`src/rtl/echo_request_serializer.sv`:
```
// echo_request_serializer
// Takes one 192-bit tagged request per pipe_enq handshake and sends it out as
// 32-bit beats: first a header word {len, tag[15:0]}, then the payload words.
// Messages with an unknown tag are dropped, and a saturating error counter
// records each one.
// Optional feature macro: ECHO_SERIALIZER_PREFETCH_EN adds a one-message
// holding register. While the current message is being sent, the next one
// waits in that register, so consecutive messages leave with no idle cycle.
module echo_request_serializer (
  input  logic         CLK,
  input  logic         nRST,
  input  logic         pipe_enq__ENA,
  input  logic [191:0] pipe_enq_v,
  output logic         pipe_enq__RDY,
  output logic         out_beat__ENA,
  output logic [31:0]  out_beat_data,
  output logic         out_beat_last,
  input  logic         out_beat__RDY,
  output logic [15:0]  err_count
);

  typedef enum logic [1:0] {
    IDLE    = 2'd0,
    HEADER  = 2'd1,
    PAYLOAD = 2'd2
  } state_t;

  // Only the low 16 tag bits go out in the header, and the tag has already
  // been decoded into len. The stored form is therefore {words 5..1, tag[15:0]}.
  localparam int unsigned MSG_W = 176;

  function automatic logic [MSG_W-1:0] pack_msg(input logic [191:0] v);
    return {v[191:32], v[15:0]};
  endfunction

  function automatic logic [1:0] len_of(input logic [31:0] tag);
    return (tag == 32'd2) ? 2'd3 : 2'd2;
  endfunction

  state_t             state_q, state_d;
  logic [MSG_W-1:0]   msg_q, msg_d;
  logic [1:0]         idx_q, idx_d;
  logic [1:0]         len_q, len_d;
  logic [15:0]        err_q, err_d;

  logic               enq_fire;
  logic               beat_fire;
  logic               tag_known;
  logic               at_last;
  logic               last_fire;
  logic [2:0]         word_sel;
  logic [31:0]        payload_word;

`ifdef ECHO_SERIALIZER_PREFETCH_EN
  logic [MSG_W-1:0]   hold_q, hold_d;
  logic [1:0]         hold_len_q, hold_len_d;
  logic               hold_valid_q, hold_valid_d;

  // With prefetch, a message can be taken whenever the holding slot is free.
  assign pipe_enq__RDY = nRST && !hold_valid_q;
`else
  // Without prefetch, a message is taken only while nothing is being sent.
  assign pipe_enq__RDY = nRST && (state_q == IDLE);
`endif

  assign tag_known = (pipe_enq_v[31:0] == 32'd1) || (pipe_enq_v[31:0] == 32'd2);
  assign enq_fire  = pipe_enq__ENA && pipe_enq__RDY;
  assign beat_fire = out_beat__ENA && out_beat__RDY;
  assign at_last   = (idx_q == (len_q - 2'd1));
  assign last_fire = (state_q == PAYLOAD) && beat_fire && at_last;
  assign err_count = err_q;

  // Tag-1 payload sits in words 1..2 and tag-2 payload in words 3..5.
  assign word_sel = (len_q == 2'd3) ? ({1'b0, idx_q} + 3'd3) : ({1'b0, idx_q} + 3'd1);

  // Select the payload word for the current beat index.
  always_comb begin
    // NOTE: give every combinational output a default value first, so that
    // no path through the case statements can infer a latch.
    payload_word = 32'd0;
    case (word_sel)
      3'd1:    payload_word = msg_q[47:16];
      3'd2:    payload_word = msg_q[79:48];
      3'd3:    payload_word = msg_q[111:80];
      3'd4:    payload_word = msg_q[143:112];
      3'd5:    payload_word = msg_q[175:144];
      default: payload_word = 32'd0;
    endcase
  end

  // Beat outputs depend only on registered state, so they stay stable during a stall.
  always_comb begin
    out_beat__ENA = 1'b0;
    out_beat_data = 32'd0;
    out_beat_last = 1'b0;
    case (state_q)
      HEADER: begin
        out_beat__ENA = 1'b1;
        out_beat_data = {14'd0, len_q, msg_q[15:0]};
      end
      PAYLOAD: begin
        out_beat__ENA = 1'b1;
        out_beat_data = payload_word;
        out_beat_last = at_last;
      end
      default: ;
    endcase
  end

  // Next-state logic: message capture, beat sequencing and error counting.
  always_comb begin
    state_d = state_q;
    msg_d   = msg_q;
    idx_d   = idx_q;
    len_d   = len_q;
    err_d   = err_q;
`ifdef ECHO_SERIALIZER_PREFETCH_EN
    hold_d       = hold_q;
    hold_len_d   = hold_len_q;
    hold_valid_d = hold_valid_q;
`endif

    if (enq_fire && !tag_known && (err_q != 16'hFFFF)) begin
      err_d = err_q + 16'd1;
    end

    case (state_q)
      IDLE: begin
        if (enq_fire && tag_known) begin
          msg_d   = pack_msg(pipe_enq_v);
          len_d   = len_of(pipe_enq_v[31:0]);
          state_d = HEADER;
        end
      end
      HEADER: begin
        if (beat_fire) begin
          idx_d   = 2'd0;
          state_d = PAYLOAD;
        end
      end
      PAYLOAD: begin
        if (beat_fire) begin
          idx_d = idx_q + 2'd1;
          if (at_last) begin
            idx_d   = 2'd0;
            state_d = IDLE;
`ifdef ECHO_SERIALIZER_PREFETCH_EN
            if (hold_valid_q) begin
              msg_d        = hold_q;
              len_d        = hold_len_q;
              hold_valid_d = 1'b0;
              state_d      = HEADER;
            end else if (enq_fire && tag_known) begin
              msg_d   = pack_msg(pipe_enq_v);
              len_d   = len_of(pipe_enq_v[31:0]);
              state_d = HEADER;
            end
`endif
          end
        end
      end
      default: state_d = IDLE;
    endcase

`ifdef ECHO_SERIALIZER_PREFETCH_EN
    // A message arriving during serialization is parked, unless the final
    // beat leaves at the same edge; in that case it is loaded directly above.
    if (enq_fire && tag_known && (state_q != IDLE) && !(last_fire && !hold_valid_q)) begin
      hold_d       = pack_msg(pipe_enq_v);
      hold_len_d   = len_of(pipe_enq_v[31:0]);
      hold_valid_d = 1'b1;
    end
`else
    if (last_fire) begin
      idx_d = 2'd0;
    end
`endif
  end

  // Control state registers with synchronous active-low reset.
  always_ff @(posedge CLK) begin
    // NOTE: sequential state uses non-blocking assignments only, so every
    // register samples pre-edge values regardless of block ordering.
    if (!nRST) begin
      state_q <= IDLE;
      idx_q   <= 2'd0;
      len_q   <= 2'd0;
      err_q   <= 16'd0;
    end else begin
      state_q <= state_d;
      idx_q   <= idx_d;
      len_q   <= len_d;
      err_q   <= err_d;
    end
  end

  // Message payload storage; contents are qualified by the state/valid bits.
  always_ff @(posedge CLK) begin
    // NOTE: wide data registers are left unreset; nothing reads them until a
    // capture has set the matching state or valid bit.
    msg_q <= msg_d;
  end

`ifdef ECHO_SERIALIZER_PREFETCH_EN
  // Holding slot valid flag, cleared by reset.
  always_ff @(posedge CLK) begin
    if (!nRST) begin
      hold_valid_q <= 1'b0;
    end else begin
      hold_valid_q <= hold_valid_d;
    end
  end

  // Holding slot contents.
  always_ff @(posedge CLK) begin
    hold_q     <= hold_d;
    hold_len_q <= hold_len_d;
  end
`endif

endmodule

```
`config.mk`:
```
export PLATFORM = sky130hd
export DESIGN_NAME = echo_request_serializer
export DESIGN_NICKNAME = d
export VERILOG_FILES = /design/src/rtl/echo_request_serializer.sv
export SDC_FILE = /design/constraint.sdc
export NUM_CORES = 1
export LEC_CHECK = 0
export CELL_PAD_IN_SITES_DETAIL_PLACEMENT = 0
export CELL_PAD_IN_SITES_GLOBAL_PLACEMENT = 1
export CORE_AREA = 3 3 162 164
export DETAILED_ROUTE_END_ITERATION = 10
export DIE_AREA = 0 0 165 167
export PLACE_DENSITY = 0.69
export SLEW_MARGIN = 20
export SYNTH_ARGS = -nofsm -noshare
export SYNTH_HDL_FRONTEND = slang
export SYNTH_SLANG_ARGS = --single-unit
```
`constraint.sdc`:
```
create_clock -name CLK -period 68.4 [get_ports CLK]
set_input_delay 13.68 -clock CLK [delete_from_list [all_inputs] [get_ports CLK]]
set_output_delay 13.68 -clock CLK [all_outputs]
set_load 0.005 [all_outputs]
```
# ---- Yosys cells after proc, flatten, opt, wreduce, memory -nomap -nowiden
# Index checks and enable logic that the tools add are counted.
dict set report totals {
  ff_bits 198
  wordCells 59
}
dict set report classes {
  addsub 5
  n_eq_ne 16
  n_mux 15
  n_bitwise 1
  n_reduce_logical 17
}
# op count
set ops {}
lappend ops {{$pmux W32 S5} 1}
lappend ops {{$pmux W32 S2} 1}
lappend ops {{$eq A32 B1 Y1 const B} 1}
lappend ops {{$eq A32 B2 Y1 const B} 1}
lappend ops {{$add A16 B1 Y16 const B} 1}
lappend ops {{$ne A16 B16 Y1 const B} 1}
lappend ops {{$mux W2} 7}
lappend ops {{$logic_and A1 B1 Y1} 8}
lappend ops {{$eq A3 B2 Y1 const B} 2}
lappend ops {{$eq A3 B3 Y1 const B} 2}
lappend ops {{$ne A2 B2 Y1 const B} 3}
lappend ops {{$pmux W2 S3} 1}
lappend ops {{$eq A2 B2 Y1 const B} 2}
lappend ops {{$pmux W2 S2} 1}
lappend ops {{$reduce_and A4 Y1} 1}
lappend ops {{$reduce_or A2 Y1} 2}
lappend ops {{$add A2 B1 Y3 const B} 1}
lappend ops {{$add A2 B2 Y3 const B} 1}
lappend ops {{$eq A3 B1 Y1 const B} 1}
lappend ops {{$mux W1} 3}
lappend ops {{$mux W3} 1}
lappend ops {{$reduce_and A3 Y1} 1}
lappend ops {{$add A2 B1 Y2 const B} 1}
lappend ops {{$eq A2 B1 Y1 const B} 1}
lappend ops {{other kinds (9)} 9}

# ---- Depth between registers and ports, before layout
dict set report depth {
  depth_word 7
  ltp_mapped 9
}

# ---- Worst setup path after synthesis
# Ideal clock, no wire load.
dict set report synth_path {
  path_type {input to register}
  startpoint {input port pipe_enq_v[29]}
  endpoint {register msg_q[0] (enable)}
  setup_ns 1.142
  arrival_ns 30.812
  required_ns 67.258
  slack_ns 36.446
  cell_stages 3
  path_buffers 0
  path_cell_list {nor4_1 nand4_1 nor4_1}
}
dict set report synth_via {
  elab_chain_cells 4
}
# element line_no
set synth_rtl {}
lappend synth_rtl {{start, declared} 13} ;# input logic [191:0] pipe_enq_v,
lappend synth_rtl {{$eq A32 B1 Y1 / $eq A32 B2 Y1 (equally long branches)} 66} ;# assign tag_known = (pipe_enq_v[31:0] == 32'd1) || (pipe_enq_v[31:0] == 32'd2);
lappend synth_rtl {{$logic_or A1 B1 Y1 (*)} 66}
lappend synth_rtl {{$logic_and A1 B1 Y1 (*)} 129} ;# if (enq_fire && tag_known) begin
lappend synth_rtl {{$reduce_and A2 Y1 (no source line) (*)} n/a}
lappend synth_rtl {{end signal, assigned} 201} ;# msg_q <= msg_d;
lappend synth_rtl {{end, declared} 41} ;# logic [MSG_W-1:0] msg_q, msg_d;
# Every way passes the cells marked *; elsewhere a longest branch is shown, timed or not.
# A chain may end at the register's enable or synchronous reset.

# ---- Worst setup path in the final report
dict set report layout_path {
  startpoint {input port nRST}
  endpoint {output port pipe_enq__RDY}
}
dict set report layout_via {
  elab_chain_cells 1
}
# element line_no
set layout_rtl {}
lappend layout_rtl {{start, declared} 11} ;# input logic nRST,
lappend layout_rtl {{$logic_and A1 B1 Y1} 63} ;# assign pipe_enq__RDY = nRST && (state_q == IDLE);
lappend layout_rtl {{end, declared} 14} ;# output logic pipe_enq__RDY,
# Every way passes these cells.

==> metrics.yaml <==
outcome: "completed"
cp_top_family: "buffers and inverters"
end_kind: "primary output"
ys.flop_type: "edfxtp_1"
setup.worst_path.start: "nRST"
placed_cells_incl_taps: 1126
overflow: 0
placed_cell_area_um2: 10990
power.internal_mw: 0.1915
cts_buffers: 17
slew_viol_final: 0
vias: 5665
finalHoldViolCount: 0
cts_buffer_depth: 2
cts.sinks: 198
yosys.area.top_type_share_pct: 64.76
routed_wl_um: 22590
finalSetupViolations: 0
die_h_um: 167
pre_cts_ws_ns: 39.63
ios: 247
r2r_end: "msg_q[89]$_DFFE_PP_"
ctsResizeCount: 0
crit_required_ns: 54.72
yosysSeqAreaShare_pct: 70.15
rsz0062_at_grt: "no"
ys_warn_count: 0
synthMostInstantiatedCell: "edfxtp_1"
insertion_delay_ns: 0.43
core-area_um2: 25040
regArea_um2: 5727
p_per_area_nw_per_um2: 21.17
grt_use_total_pct: 16.39
multi_input_area_um2: 2305
cp.depth: 4
drtAntennaViolNets: 0
crit_top_cell: "clkdlybuf4s50_1"
port_buffers: 246
drive_gt1_share_pct: 6.634
synth_edf_count: 176
power_frac_seq_pct: 53.5
design_area_um2: 11630
crit_buf_inv: 3
fin_ws_ns: 39.65
grt_max_degree: 81
ys_ff_latch: 198
grt_first_pass_wirelength_um: 33790
critPathArrivalTime_ns: 15.07
clockRootBuffer: "clkbuf_16"
rrSetupSlack_ns: 64.88
path_cells: "clkdlybuf4s50_1 -> buf_4 -> and2_1 -> clkdlybuf4s50_1"
r2r_start: "state_q[0]$_SDFFE_PN0P_"
async_reset_ff_share_pct: 0
peakVddDrop_mv: 0.01394
via_per_inst: 4.884
slew_headroom_pct: 31.90
hp-class: "reg -> reg"
r2r_cells: 6
gp_congestion: 0.7266
finalNonFillerCells: 1160
rows: 58
critical_path.max_stage_delay_ns: 0.49
area_growth_pct: 42.45
drtIter0Drc: 263
period_needed_ns: 28.75
worstSetupEndpoint: "pipe_enq__RDY"
cts_tree: "yes"
switchingPower_mw: 0.05462
sw_frac_of_total_pct: 22.19
fmax_ghz: 0.03478
n_fill_cell: 2299
comb_power_share_pct: 5.4
die_w_um: 165
synth_commonest_cells: "edfxtp_1, mux2i_1, a21oi_1, nor2_1, a22oi_1"
synth_top_area_cell: "edfxtp_1"
total_power_mw: 0.2461
synth_area_um2: 8162
wl_per_cell_um: 19.48
tns_ns: 0
cp-start-kind: "input pin"
maxCapViolations: 0
htreeDepth: 4
antenna_found_initial: 0
drc_errors: 0
final.period_utilization_pct: 42.03
worst_pin_slew_ns: 1.022
whs_ns: 0.5019
pwr-share-clk_pct: 41.0
crit_slowest_cell: "clkdlybuf4s50_1"
place_hpwl_um: 15280
grt_pass1_vias: 5815
die_area_um2: 27560
fin_util_pct: 46.44
drtPass1Iterations: 4
syn_inst: 576
cts_hold_buf: 0
crit_fanout: 28
p_leak_nw: 3.748
path_class: "in -> out"
fin_skew_ns: 0.009571
synth.distinct_cells: 48
syn_nets: 779
clk_pin_slew_ns: 0.08
cts_setup_buffers: 0
nets: 1019
start_util_pct: 32.60
avgSynthCellArea_um2: 14.17
synth_area_leaders: "edfxtp_1, dfxtp_1, mux2i_1"
-- how the worst min path moves through the flow --
stage | startpoint | end | slack, ns | cells past startpoint
4_1_cts | err_count[12]$_SDFFE_PN0P_ | err_count[12]$_SDFFE_PN0P_ | 0.50 | 2
3_3_place_gp | err_count[15]$_SDFFE_PN0P_ | err_count[15]$_SDFFE_PN0P_ | 0.49 | 2
3_5_place_dp | err_count[12]$_SDFFE_PN0P_ | err_count[12]$_SDFFE_PN0P_ | 0.49 | 2
2_1_floorplan | len_q[1]$_SDFFE_PN0P_ | len_q[1]$_SDFFE_PN0P_ | 0.47 | 1
6_report | err_count[15]$_SDFFE_PN0P_ | err_count[15]$_SDFFE_PN0P_ | 0.50 | 2
5_1_grt | err_count[15]$_SDFFE_PN0P_ | err_count[15]$_SDFFE_PN0P_ | 0.51 | 2
-- routing by layer --
| layer | GRT usage (%) | vias up | wire length, um |
|---|---|---|---|
| met5 | 0 | - | 0 |
| met4 | 3.173 | 0 | 160 |
| met3 | 7.512 | 11 | 2232 |
| met2 | 26.69 | 191 | 10860 |
| met1 | 20.12 | 2732 | 9341 |
| li1 | - | 2731 | - |
-- final cells by class --
cell class | instances | share of cell area, %
inverters | 6 | 0.1937
multi-input cells | 337 | 19.82
flip-flops and latches | 198 | 49.26
clock inverters | 15 | 1.496
well taps | 330 | 3.551
repair buffers | 256 | 22.00
diodes | 1 | 0.02152
clock buffers | 17 | 3.659
-- cells by family (layout without fill, tap and decap cells) --
family | after synthesis | after routing | share of synthesized area [%]
compound gates | 141 | 141 | 11.54
xor+xnor | 4 | 4 | 0.4293
fa+ha+maj | 7 | 7 | 1.073
buf+inv | 41 | 294 | 2.085
flops | 198 | 198 | 70.15
mux | 44 | 44 | 5.396
other cells | 0 | 1 | 0
simple gates | 141 | 141 | 9.321
-- power by group through the flow --
stage	logic, mW	registers [mW]	clock network [mW]
CTS	0.0136	0.132	0.104
finish	0.0134	0.132	0.101
global route	0.0144	0.132	0.110
detailed placement	0.0135	0.135	0
global placement	0.0133	0.135	0
floorplan	0.00120	0.134	0
-- state kept, by name, indices dropped and copies added (netlist names) --
register / count
state_q: 2
msg_q: 176
len_q: 2
idx_q: 2
err_count: 16
-- tightest hold or removal path: stages, from the launching register on --
cell and delay (ns):
dfxtp_1 0.34, nand2_1 0.06, mux2i_1 0.05
-- cells in the final DEF (no fill, tap or decap), drive strengths merged, types with 9 or more instances in the layout --
cell	Yosys	layout
nand2b	10	10
and2	19	19
a22oi	32	32
a22o	18	18
a211oi	19	19
nand2	24	24
buf	14	10
nor2	39	39
clkdlybuf4s50	0	246
a21oi	40	40
clkbuf	21	17
nand4	9	9
inv	6	14
dfxtp	22	22
nor4	18	18
o21ai	18	18
edfxtp	176	176
mux2i	44	44
Power figures use the tool's default switching activity.
